[config.mk]
export PLATFORM = sky130hd
export DESIGN_NAME = mem_port_arbiter
export DESIGN_NICKNAME = d
export VERILOG_FILES = /design/src/rtl/mem_port_arbiter.sv
export SDC_FILE = /design/constraint.sdc
export NUM_CORES = 1
export LEC_CHECK = 0
export CORE_UTILIZATION = 41
export CTS_CLUSTER_SIZE = 16
export DETAILED_ROUTE_END_ITERATION = 8
export PLACE_DENSITY = 0.91
export SLEW_MARGIN = 20
export SYNTH_ARGS = -nofsm -noshare
export SYNTH_HDL_FRONTEND = slang
export SYNTH_SLANG_ARGS = --single-unit
[constraint.sdc]
create_clock -name clk_i -period 2.1 [get_ports clk_i]
set_input_delay 0.21 -clock clk_i [delete_from_list [all_inputs] [get_ports clk_i]]
set_output_delay 0.21 -clock clk_i [all_outputs]
set_load 0.01 [all_outputs]
[src/rtl/mem_port_arbiter.sv]
// Memory port arbiter: shares one single-port memory between the CPU and the
// program loader/debug port. Each access runs IDLE -> ISSUE -> WAIT -> DONE.
// The CPU has fixed priority. A starvation counter forces a loader grant after
// STARVE_LIMIT consecutive CPU grants made while the loader was waiting.
module mem_port_arbiter #(
    parameter int unsigned AW           = 16,
    parameter int unsigned DW           = 16,
    parameter int unsigned MEM_LAT      = 1,
    parameter int unsigned STARVE_LIMIT = 4
) (
    input  logic          clk_i,
    input  logic          reset_i,
    // CPU side
    input  logic          cpu_req_i,
    input  logic          cpu_we_i,
    input  logic [AW-1:0] cpu_addr_i,
    input  logic [DW-1:0] cpu_wdata_i,
    output logic          cpu_ack_o,
    output logic [DW-1:0] cpu_rdata_o,
    output logic          cpu_stall_o,
    // Loader side
    input  logic          ldr_req_i,
    input  logic          ldr_we_i,
    input  logic [AW-1:0] ldr_addr_i,
    input  logic [DW-1:0] ldr_wdata_i,
    output logic          ldr_ack_o,
    output logic [DW-1:0] ldr_rdata_o,
    output logic          ldr_stall_o,
    // Memory pins
    output logic [AW-1:0] mem_addr_o,
    output logic [DW-1:0] mem_din_o,
    output logic          mem_we_o,
    input  logic [DW-1:0] mem_dout_i,
    // Status
    output logic          busy_o,
    output logic          grant_ldr_o
);

    typedef enum logic [1:0] {
        StIdle,
        StIssue,
        StWait,
        StDone
    } state_e;

    // WAIT lasts MEM_LAT cycles; the counter runs from MEM_LAT-1 down to 0.
    localparam logic [2:0] WaitInit    = 3'(MEM_LAT - 1);
    localparam logic [7:0] StarveLimit = 8'(STARVE_LIMIT);

    state_e        state_q, state_d;
    logic [AW-1:0] mem_addr_q, mem_addr_d;
    logic [DW-1:0] mem_din_q, mem_din_d;
    logic          mem_we_q, mem_we_d;
    logic          we_lat_q, we_lat_d;
    logic          grant_ldr_q, grant_ldr_d;
    logic [2:0]    wait_cnt_q, wait_cnt_d;
    logic [7:0]    starve_q, starve_d;
    logic [DW-1:0] cpu_rdata_q, cpu_rdata_d;
    logic [DW-1:0] ldr_rdata_q, ldr_rdata_d;
    logic          ldr_win;

    // Next-state logic: arbitration in IDLE, access sequencing elsewhere.
    always_comb begin
        state_d     = state_q;
        mem_addr_d  = mem_addr_q;
        mem_din_d   = mem_din_q;
        mem_we_d    = 1'b0;
        we_lat_d    = we_lat_q;
        grant_ldr_d = grant_ldr_q;
        wait_cnt_d  = wait_cnt_q;
        starve_d    = starve_q;
        cpu_rdata_d = cpu_rdata_q;
        ldr_rdata_d = ldr_rdata_q;
        ldr_win     = 1'b0;

        unique case (state_q)
            StIdle: begin
                if (cpu_req_i || ldr_req_i) begin
                    ldr_win     = ldr_req_i && (!cpu_req_i || (starve_q == StarveLimit));
                    grant_ldr_d = ldr_win;
                    mem_addr_d  = ldr_win ? ldr_addr_i : cpu_addr_i;
                    mem_din_d   = ldr_win ? ldr_wdata_i : cpu_wdata_i;
                    mem_we_d    = ldr_win ? ldr_we_i : cpu_we_i;
                    we_lat_d    = ldr_win ? ldr_we_i : cpu_we_i;
                    // Only a CPU grant that leaves the loader waiting counts.
                    if (ldr_win || !ldr_req_i) begin
                        starve_d = 8'd0;
                    end else if (starve_q != 8'hFF) begin
                        starve_d = starve_q + 8'd1;
                    end
                    state_d = StIssue;
                end
            end
            StIssue: begin
                wait_cnt_d = WaitInit;
                state_d    = StWait;
            end
            StWait: begin
                if (wait_cnt_q == 3'd0) begin
                    if (!we_lat_q) begin
                        if (grant_ldr_q) begin
                            ldr_rdata_d = mem_dout_i;
                        end else begin
                            cpu_rdata_d = mem_dout_i;
                        end
                    end
                    state_d = StDone;
                end else begin
                    wait_cnt_d = wait_cnt_q - 3'd1;
                end
            end
            StDone: begin
                state_d = StIdle;
            end
            default: begin
                state_d = StIdle;
            end
        endcase
    end

    // State registers with synchronous reset; reset abandons any access silently.
    always_ff @(posedge clk_i) begin
        if (reset_i) begin
            state_q     <= StIdle;
            mem_addr_q  <= '0;
            mem_din_q   <= '0;
            mem_we_q    <= 1'b0;
            we_lat_q    <= 1'b0;
            grant_ldr_q <= 1'b0;
            wait_cnt_q  <= 3'd0;
            starve_q    <= 8'd0;
            cpu_rdata_q <= '0;
            ldr_rdata_q <= '0;
        end else begin
            state_q     <= state_d;
            mem_addr_q  <= mem_addr_d;
            mem_din_q   <= mem_din_d;
            mem_we_q    <= mem_we_d;
            we_lat_q    <= we_lat_d;
            grant_ldr_q <= grant_ldr_d;
            wait_cnt_q  <= wait_cnt_d;
            starve_q    <= starve_d;
            cpu_rdata_q <= cpu_rdata_d;
            ldr_rdata_q <= ldr_rdata_d;
        end
    end

    // Outputs: the ack goes to the current owner during DONE only.
    always_comb begin
        cpu_ack_o   = (state_q == StDone) && !grant_ldr_q;
        ldr_ack_o   = (state_q == StDone) && grant_ldr_q;
        cpu_stall_o = cpu_req_i && !cpu_ack_o;
        ldr_stall_o = ldr_req_i && !ldr_ack_o;
        cpu_rdata_o = cpu_rdata_q;
        ldr_rdata_o = ldr_rdata_q;
        mem_addr_o  = mem_addr_q;
        mem_din_o   = mem_din_q;
        mem_we_o    = mem_we_q;
        busy_o      = (state_q != StIdle);
        grant_ldr_o = grant_ldr_q;
    end

endmodule
==> results of run 1 <==
[layout by cell type, fill, tap and decap left out, types with 2 or more instances in the layout]
master,instances
inv_1,9
clkinv_2,3
a31oi_1,34
mux2i_1,2
nor4_1,4
o31ai_1,2
or3_1,2
nand2_1,131
ha_1,8
clkdlybuf4s50_1,156
a211oi_1,3
nor2_1,11
o21ai_1,2
clkbuf_8,9
a21oi_1,39
buf_12,3
nand3_1,4
o21ai_0,36
dfxtp_1,80
buf_4,6
nor2b_1,4
clkinvlp_4,2
nor3_1,4
[final cells by class]
class | count | area [um2]
fillers | 630 | 2650
repair buffers | 165 | 1667
multi-input cells | 310 | 1617
flip-flops and latches | 80 | 1602
clock buffers | 10 | 127.6
well taps | 102 | 127.6
clock inverters | 6 | 60.06
inverters | 10 | 37.54
[cells by family (layout without fill, tap and decap cells)]
group | after synthesis | after routing | share of synthesized area [%]
fa+ha+maj | 8 | 8 | 2.939
mux | 2 | 2 | 0.5878
compound gates | 130 | 130 | 22.37
simple gates | 170 | 170 | 21.53
buf+inv | 41 | 191 | 5.547
flops | 80 | 80 | 47.02
[stage by stage]
step                hold WS [ns]  utilization, %
global placement          0.4417           64.02
detailed placement        0.4490           64.02
floorplan                 0.3460               -
CTS                       0.4168           66.40
finish                    0.4357           66.40
global route              0.4265           66.40
[final timing paths]
kind | from | end | slack (ns)
setup / recovery | state_q[0] | cpu_stall_o | 0.16
hold / removal | cpu_addr_i[1] | mem_addr_o[1] | 0.44
hold reg to reg | cpu_rdata_o[3] | cpu_rdata_o[3] | 0.46
setup reg to reg | wait_cnt_q[0] | ldr_rdata_o[1] | 0.19
[state kept, by name (all words and copies together) (netlist names)]
| register | cells |
|---|---|
| cpu_rdata_o | 16 |
| ldr_rdata_o | 16 |
| mem_addr_o | 16 |
| mem_din_o | 16 |
| starve_q | 8 |
| wait_cnt_q | 3 |
| state_q | 2 |
| grant_ldr_o | 1 |
| mem_we_o | 1 |
| we_lat_q | 1 |
[routing by layer]
metal	GRT usage (%)	wire (um)
met1	25.48	4057
met2	40.26	4707
met3	7.561	875
met4	8.462	173
met5	0	0
[report_power, final]
group / switching (W) / internal, W
Clock: 0.000539 / 0.000544
Sequential: 0.000195 / 0.00185
Combinational: 0.000997 / 0.00101
Total: 0.00173 / 0.00340
[worst max-delay path: cells and delay by family, from the launching register on]
family                     cells  cell delay, ns
DFF                            1            0.35
and+or+nand+nor                2            0.29
adders and majority gates      1            0.21
buffers and inverters          1            0.57
==> reports/metrics.csv, run 1 <==
metric,value,unit
rsz0062_at_grt,no,
p_per_area,980.5,nW/um2
cts_buffers,9,
finalCritPeriodShare,92.44,%
initial_core_util,43.18,%
fin_area,5238,um2
ctsResizeCount,0,
finalNonFillerCells,683,
hpwl,7357,um
place_ws,0.2201,ns
ff2ff_path_depth,7,
diodes,0,
synth.cell_area,3406,um2
drt_wl_total,9814,um
die_h,93.14,um
worst_ep_required_time,1.89,ns
ys_seq_elements,80,
synthTopCellsByArea,"dfxtp_1 (47%), nand2_1 (14%), a31oi_1 (6.2%)",
numPortBuffers,156,
avgRoutedWirePerCell,14.37,um
critPathLaunchType,flip-flop,
yosys_most_used_dff,dfxtp_1,
cts_max_level,3,
tns,0,ns
drc_errors,0,
finalCriticalPeriod,1.941,ns
synthArstFlopShare,0,%
firstDrtPassIters,4,
synthCells,431,
hold_viol,0,
fmax,0.5151,GHz
crit_path_cell_trace,"ha_1, nor2b_1, nor2b_1, clkdlybuf4s50_1",
setup_slack,0.1588,ns
hold_depth,3,
end_kind,output pin,
hold_path.class,input pin to flip-flop,
synth_common_cells,"nand2_1 (131), dfxtp_1 (80), a21oi_1 (39)",
synthesis.nets,525,
grt_overflow_total,0,
synthDistinctLibCells,47,
dieWidth,93.14,um
synth_seq_area_share,47.02,%
path_class,flip-flop to output pin,
grt_pass1_wl,15850,um
die-area,8675,um2
finClkSkew,0.01063,ns
power.leakage,1.907,nW
yosysTopAreaCellShare,47.02,%
synth.avg_cell_area,7.902,um2
cts_tree,yes,
cp_slowest_cell,clkdlybuf4s50_1,
rows,32,
antenna_found_initial,0,
synth_warnings,0,
synth.most_common_cell,nand2_1,
syn_to_final_growth,53.78,%
worst-path-max-fanout,4,
gp_congestion,0.8050,
synth_edf_count,0,
setup_viol,0,
clockBufferDepth,2,
cp_common_cell,nor2b_1,
drv_slew,0,
routed-via-count,3602,
synth_top_area_cell,dfxtp_1,
slew_headroom,39.09,%
layout-drive-gt1-share,5.508,%
pin_count,157,
total_power,0.005135,W
via_per_inst,5.274,
cts_setup_buffers,0,
arrival,1.73,ns
core,7888,um2
cts_root_buf,clkbuf_8,
grt_max_degree,50,
dp_cells,667,
postCtsHoldBufs,0,
drt_iter0_drc,126,
clock-sinks,80,
status,completed,
drtAntennaViolNets,0,
grt_pass1_vias,3493,
clk-insertion-delay-late,0.33,ns
place_area,5050,um2
clk_pin_slew_worst_paths,0.08,ns
cpPeakStageDelay,0.57,ns
final_nets,670,
drv_cap,0,
ir_drop,0.5768,mV
grt.total_usage,22.85,%
tightest_slew,0.9086,ns
Note: power is estimated with default switching activity, not from simulation.
==> inputs of run 2 (changes only) <==
Settings changed: CORE_UTILIZATION 41 to 45, PLACE_DENSITY 0.91 to 0.94.
Clock period 2.1 ns to 2.4 ns, I/O delays scaled along.
==> reports/metrics.csv, run 2 (synthesis results as in run 1) <==
metric,value,unit,change
status,completed,,
p_int,0.002986,W,-12%
drv_cap,0,,unchanged
place_ws,0.3153,ns,+0.09515 ns
crit_path_cell_trace,"ha_1, nor2b_1, clkdlybuf4s50_1",,
finClkSkew,0.006989,ns,-0.003642 ns
via_per_inst,5.396,,+2.3%
avgRoutedWirePerCell,14.91,um,+3.7%
grt_overflow_total,0,,unchanged
drc_errors,0,,unchanged
slew_headroom,36.36,%,-2.7 points
cts_buffers,9,,unchanged
core,7292,um2,-7.6%
cts_max_level,3,,unchanged
worst-path-max-fanout,4,,unchanged
p_clk_share,20.9,%,-0.2 points
clk-insertion-delay-late,0.34,ns,about the same
cp_top_family,buffers and inverters,,
numPortBuffers,156,,unchanged
routed-via-count,3664,,+1.7%
layout.cells.most_common,clkdlybuf4s50_1,,
power.leakage,1.900,nW,-0.39%
combPwrFrac,39.2,%,about the same
seqPwrFrac,39.8,%,about the same
arrival,1.76,ns,+0.03 ns
layout-drive-gt1-share,5.517,%,+0.0095 points
hpwl,7533,um,+2.4%
firstDrtPassIters,4,,unchanged
dieWidth,89.00,um,-4.5%
die-area,7920,um2,-8.7%
path_class,flip-flop to output pin,,
ctsResizeCount,0,,unchanged
min_from,cpu_addr_i[7],,
ff2ff_path_depth,7,,unchanged
clk_pin_slew_worst_paths,0.08,ns,about the same
grt.total_usage,25.07,%,+2.2 points
finalCriticalPeriod,2.002,ns,
worst_ep_required_time,2.16,ns,+0.27 ns
r2r_setup_slack,0.42,ns,+0.23 ns
hold_path.class,input pin to flip-flop,,
antenna_found_initial,0,,unchanged
r2r-end,ldr_rdata_o[1],,
gp_congestion,0.9375,,+16%
diodes,0,,unchanged
cts_setup_buffers,0,,unchanged
end_kind,output pin,,
setup_slack,0.3976,ns,+0.2388 ns
finalCritPeriodShare,83.43,%,
hold_depth,3,,unchanged
die_h,89.00,um,-4.5%
critPathLaunchType,flip-flop,,
rows,31,,-3.1%
syn_to_final_growth,53.23,%,
rsz0062_at_grt,no,,
fmax,0.4994,GHz,
switching_share,33.80,%,+0.10 points
drt_wl_total,10120,um,+3.1%
initial_core_util,46.71,%,+3.5 points
cts_root_buf,clkbuf_8,,
ir_drop,0.4374,mV,-24%
drt_iter0_drc,201,,+60%
tns,0,ns,unchanged
hold_viol,0,,unchanged
tightest_slew,0.9494,ns,+0.04079 ns
cp_slowest_cell,clkdlybuf4s50_1,,
setup_viol,0,,unchanged
cts_tree,yes,,
p_per_area,864.4,nW/um2,-12%
final_cell_mix,"clkdlybuf4s50_1 (156), nand2_1 (131), dfxtp_1 (80), a21oi_1 (39), o21ai_0 (36)",,
pin_count,157,,unchanged
holdPathEnd,mem_addr_o[7],,
crit_buf_inv,1,,unchanged
final_nets,669,,-0.15%
p_sw,0.001525,W,-12%
clock-sinks,80,,unchanged
regToRegStartpoint,wait_cnt_q[0],,
cpPeakStageDelay,0.60,ns,+0.03 ns
grt_max_degree,50,,unchanged
postCtsHoldBufs,0,,unchanged
clockBufferDepth,2,,unchanged
drtAntennaViolNets,0,,unchanged
drv_slew,0,,unchanged
grt_pass1_wl,15260,um,-3.7%
grt_pass1_vias,3356,,-3.9%
run 2: area by class of cell:
type	count	area, um2
Tap cell	99	123.9
Inverter	10	37.54
Multi-Input combinational cell	310	1622
Sequential cell	80	1602
Timing Repair Buffer	164	1647
Fill cell	531	2073
Clock buffer	10	127.6
Clock inverter	6	60.06
run 2: worst max path at each step:
| stage | from | end | slack, ns | depth (start not counted) |
|---|---|---|---|---|
| detailed placement | ldr_req_i | mem_addr_o[12] | 0.32 | 6 |
| global route | wait_cnt_q[0] | ldr_rdata_o[1] | 0.18 | 7 |
| finish | state_q[0] | cpu_ack_o | 0.40 | 3 |
| floorplan | wait_cnt_q[0] | cpu_rdata_o[10] | 0.72 | 9 |
| CTS | state_q[1] | cpu_ack_o | 0.36 | 3 |
| global placement | ldr_req_i | mem_addr_o[9] | 0.45 | 6 |
run 2: routing by layer:
layer | vias up | wire length (um) | track usage [%]
met3 | 20 | 961 | 8.218
met2 | 194 | 5060 | 44.83
li1 | 1780 | - | -
met4 | 0 | 195 | 8.081
met5 | - | 0 | 0
met1 | 1670 | 3903 | 28.31
run 2: per-stage QoR:
| stage | total power, W | hold WS, ns | area, um2 | std cells | util, % |
|---|---|---|---|---|---|
| after floorplan | 0.002617 | 0.3760 | 3406 | 431 | - |
| after global placement | 0.003516 | 0.4404 | 5031 | 663 | 68.99 |
| after detailed placement | 0.003578 | 0.4477 | 5031 | 663 | 68.99 |
| after CTS | 0.004531 | 0.4525 | 5219 | 679 | 71.57 |
| after global routing | 0.004766 | 0.4621 | 5219 | 679 | 71.57 |
| final | 0.004511 | 0.4605 | 5219 | 679 | 71.57 |
run 2: worst reg2reg max path: cells and delay by family (launching register included):
family,cells,cell delay (ns)
buffers and inverters,1,0.08
AOI/OAI and AO/OA,1,0.18
adders and majority gates,2,0.31
DFF,1,0.31
and+or+nand+nor,3,1.03
run 2: power groups by stage:
stage / clock (W) / combinational, W / sequential, W
final: 0.000945 / 0.00177 / 0.00180
after global routing: 0.00102 / 0.00192 / 0.00182
after CTS: 0.000963 / 0.00177 / 0.00179
after detailed placement: 0 / 0.00176 / 0.00182
after global placement: 0 / 0.00171 / 0.00181
after floorplan: 0 / 0.000706 / 0.00191
==> inputs of run 3 (changes only) <==
Settings changed: CORE_UTILIZATION 45 to 37, PLACE_DENSITY 0.94 to 0.84.
Clock period 2.4 ns to 1.8 ns, I/O delays scaled along.
==> reports/metrics.csv, run 3 (synthesis results as in run 1) <==
metric,value,unit,change
p_int,0.004074,W,+36%
drtAntennaViolNets,0,,unchanged
tns,0,ns,unchanged
hpwl,7590,um,+0.75%
status,"finished, violations left",,
clk_pin_slew_worst_paths,0.09,ns,about the same
final_nets,689,,+3.0%
hold_depth,3,,unchanged
fillers,739,,+39%
combPwrFrac,40.4,%,+1.2 points
ir_drop,0.6370,mV,+46%
grt_pass1_wl,16990,um,+11%
grt_overflow_total,0,,unchanged
grt.total_usage,21.90,%,-3.2 points
worst-path-max-fanout,4,,unchanged
grt_pass1_vias,3624,,+8.0%
gp_congestion,0.8731,,-6.9%
drt_iter0_drc,135,,-33%
ff2ff_path_depth,8,,+1
via_per_inst,5.351,,-0.84%
drt_wl_total,10350,um,+2.3%
tightest_slew,0.3950,ns,-0.5544 ns
cts_max_level,3,,unchanged
cts_tree,yes,,
arrival,1.90,ns,+0.14 ns
power.leakage,2.043,nW,+7.5%
seqPwrFrac,39.1,%,-0.7 points
dr.max_layer_used,met4,,
antenna_found_initial,0,,unchanged
path_class,flip-flop to flip-flop,,
layout-drive-gt1-share,10.35,%,+4.8 points
switching_share,33.73,%,-0.075 points
cts_root_buf,clkbuf_8,,
violations,DRC,,
clock-sinks,80,,unchanged
die_h,97.94,um,+10%
met1_length,4047,um,+3.7%
syn_to_final_growth,60.80,%,
final_cell_mix,"clkdlybuf4s50_1 (151), nand2_1 (130), dfxtp_1 (78), a21oi_1 (39), o21ai_0 (36)",,
pin_count,157,,unchanged
end_kind,flip-flop,,
grt_max_degree,40,,-20%
finalCriticalPeriod,1.688,ns,
firstDrtPassIters,6,,+2
cts_buffers,9,,unchanged
p_per_area,1122,nW/um2,+30%
clockBufferDepth,2,,unchanged
place_ws,-0.1475,ns,-0.4627 ns
dp_cells,688,,+3.8%
finClkSkew,0.01552,ns,+0.008532 ns
wl_met3,1076,um,+12%
diodes,0,,unchanged
p_clk_share,20.6,%,-0.3 points
setup_slack,0.1122,ns,-0.2854 ns
dr_wl_met2,4969,um,-1.8%
hold_path.class,input pin to flip-flop,,
finalNonFillerCells,707,,+4.1%
drv_cap,0,,unchanged
postCtsHoldBufs,0,,unchanged
regArea,1604,um2,+0.16%
worst_ep_required_time,2.01,ns,-0.15 ns
numPortBuffers,156,,unchanged
hold_viol,0,,unchanged
drc_errors,13,,+13
multi_input_area,1657,um2,+2.2%
core,8806,um2,+21%
initial_core_util,38.68,%,-8.0 points
clk-insertion-delay-late,0.35,ns,about the same
rows,34,,+9.7%
dieWidth,97.94,um,+10%
p_sw,0.002073,W,+36%
finalCritPeriodShare,93.77,%,
layout.cells.most_common,clkdlybuf4s50_1,,
fmax,0.5925,GHz,
avgRoutedWirePerCell,14.64,um,-1.8%
die-area,9592,um2,+21%
routed-via-count,3783,,+3.2%
critPathLaunchType,flip-flop,,
rsz0062_at_grt,no,,
slew_headroom,72.98,%,+37 points
setup_viol,0,,unchanged
drv_slew,0,,unchanged
fin_util,62.19,%,-9.4 points
==> run 3: power by group through the flow <==
stage / clock network, W / logic (W) / registers, W
2_1_floorplan: 0 / 0.000941 / 0.00255
3_3_place_gp: 0 / 0.00240 / 0.00242
3_5_place_dp: 0 / 0.00246 / 0.00243
4_1_cts: 0.00129 / 0.00246 / 0.00240
5_1_grt: 0.00137 / 0.00270 / 0.00245
6_report: 0.00126 / 0.00248 / 0.00240
==> run 3: repair_timing <==
action	4_1_cts	5_1_grt
hold endpoints to repair	0	0
setup endpoints to repair	21	46
resized for setup	6	12
pin swaps	0	2
cloned	0	1
setup buffers	0	3
==> run 3: worst max-delay path: stages (launching register included) <==
cell	delay, ns
dfxtp_2	0.34
inv_2	0.08
ha_1	0.18
nor4b_4	0.27
buf_4	0.17
a31oi_2	0.10
buf_4	0.16
nor2_1	0.16
o32ai_2	0.09
==> run 3: per-stage QoR <==
stage | hold slack (ns) | power [W] | instance area, um2
after detailed placement | 0.4483 | 0.004884 | 5195
after global routing | 0.3895 | 0.006518 | 5477
final | 0.3859 | 0.006147 | 5477
after CTS | 0.3766 | 0.006148 | 5380
after global placement | 0.4439 | 0.004819 | 5195
after floorplan | 0.3160 | 0.003489 | 3406
==> run 3: layout make-up <==
cell class                 count  area share (%)
inverter                      10          0.6854
sequential                    80           29.29
multi-input combinational    310           30.25
clock inverter                 6           1.119
clock buffer                   9           2.262
tap                          108           2.467
timing repair buffer         184           33.93
==> run 3: routing by layer <==
metal,GRT usage (%),vias up
met5,0,-
met4,9.557,0
met3,6.514,22
met2,38.24,189
met1,24.67,1752
li1,-,1820
==> run 3: worst paths after layout <==
check / startpoint / to / slack, ns
setup / recovery: starve_q[1] / starve_q[3] / 0.11
hold reg to reg: cpu_rdata_o[3] / cpu_rdata_o[3] / 0.46
hold / removal: cpu_addr_i[8] / mem_addr_o[8] / 0.39
setup reg to reg: starve_q[1] / starve_q[3] / 0.11
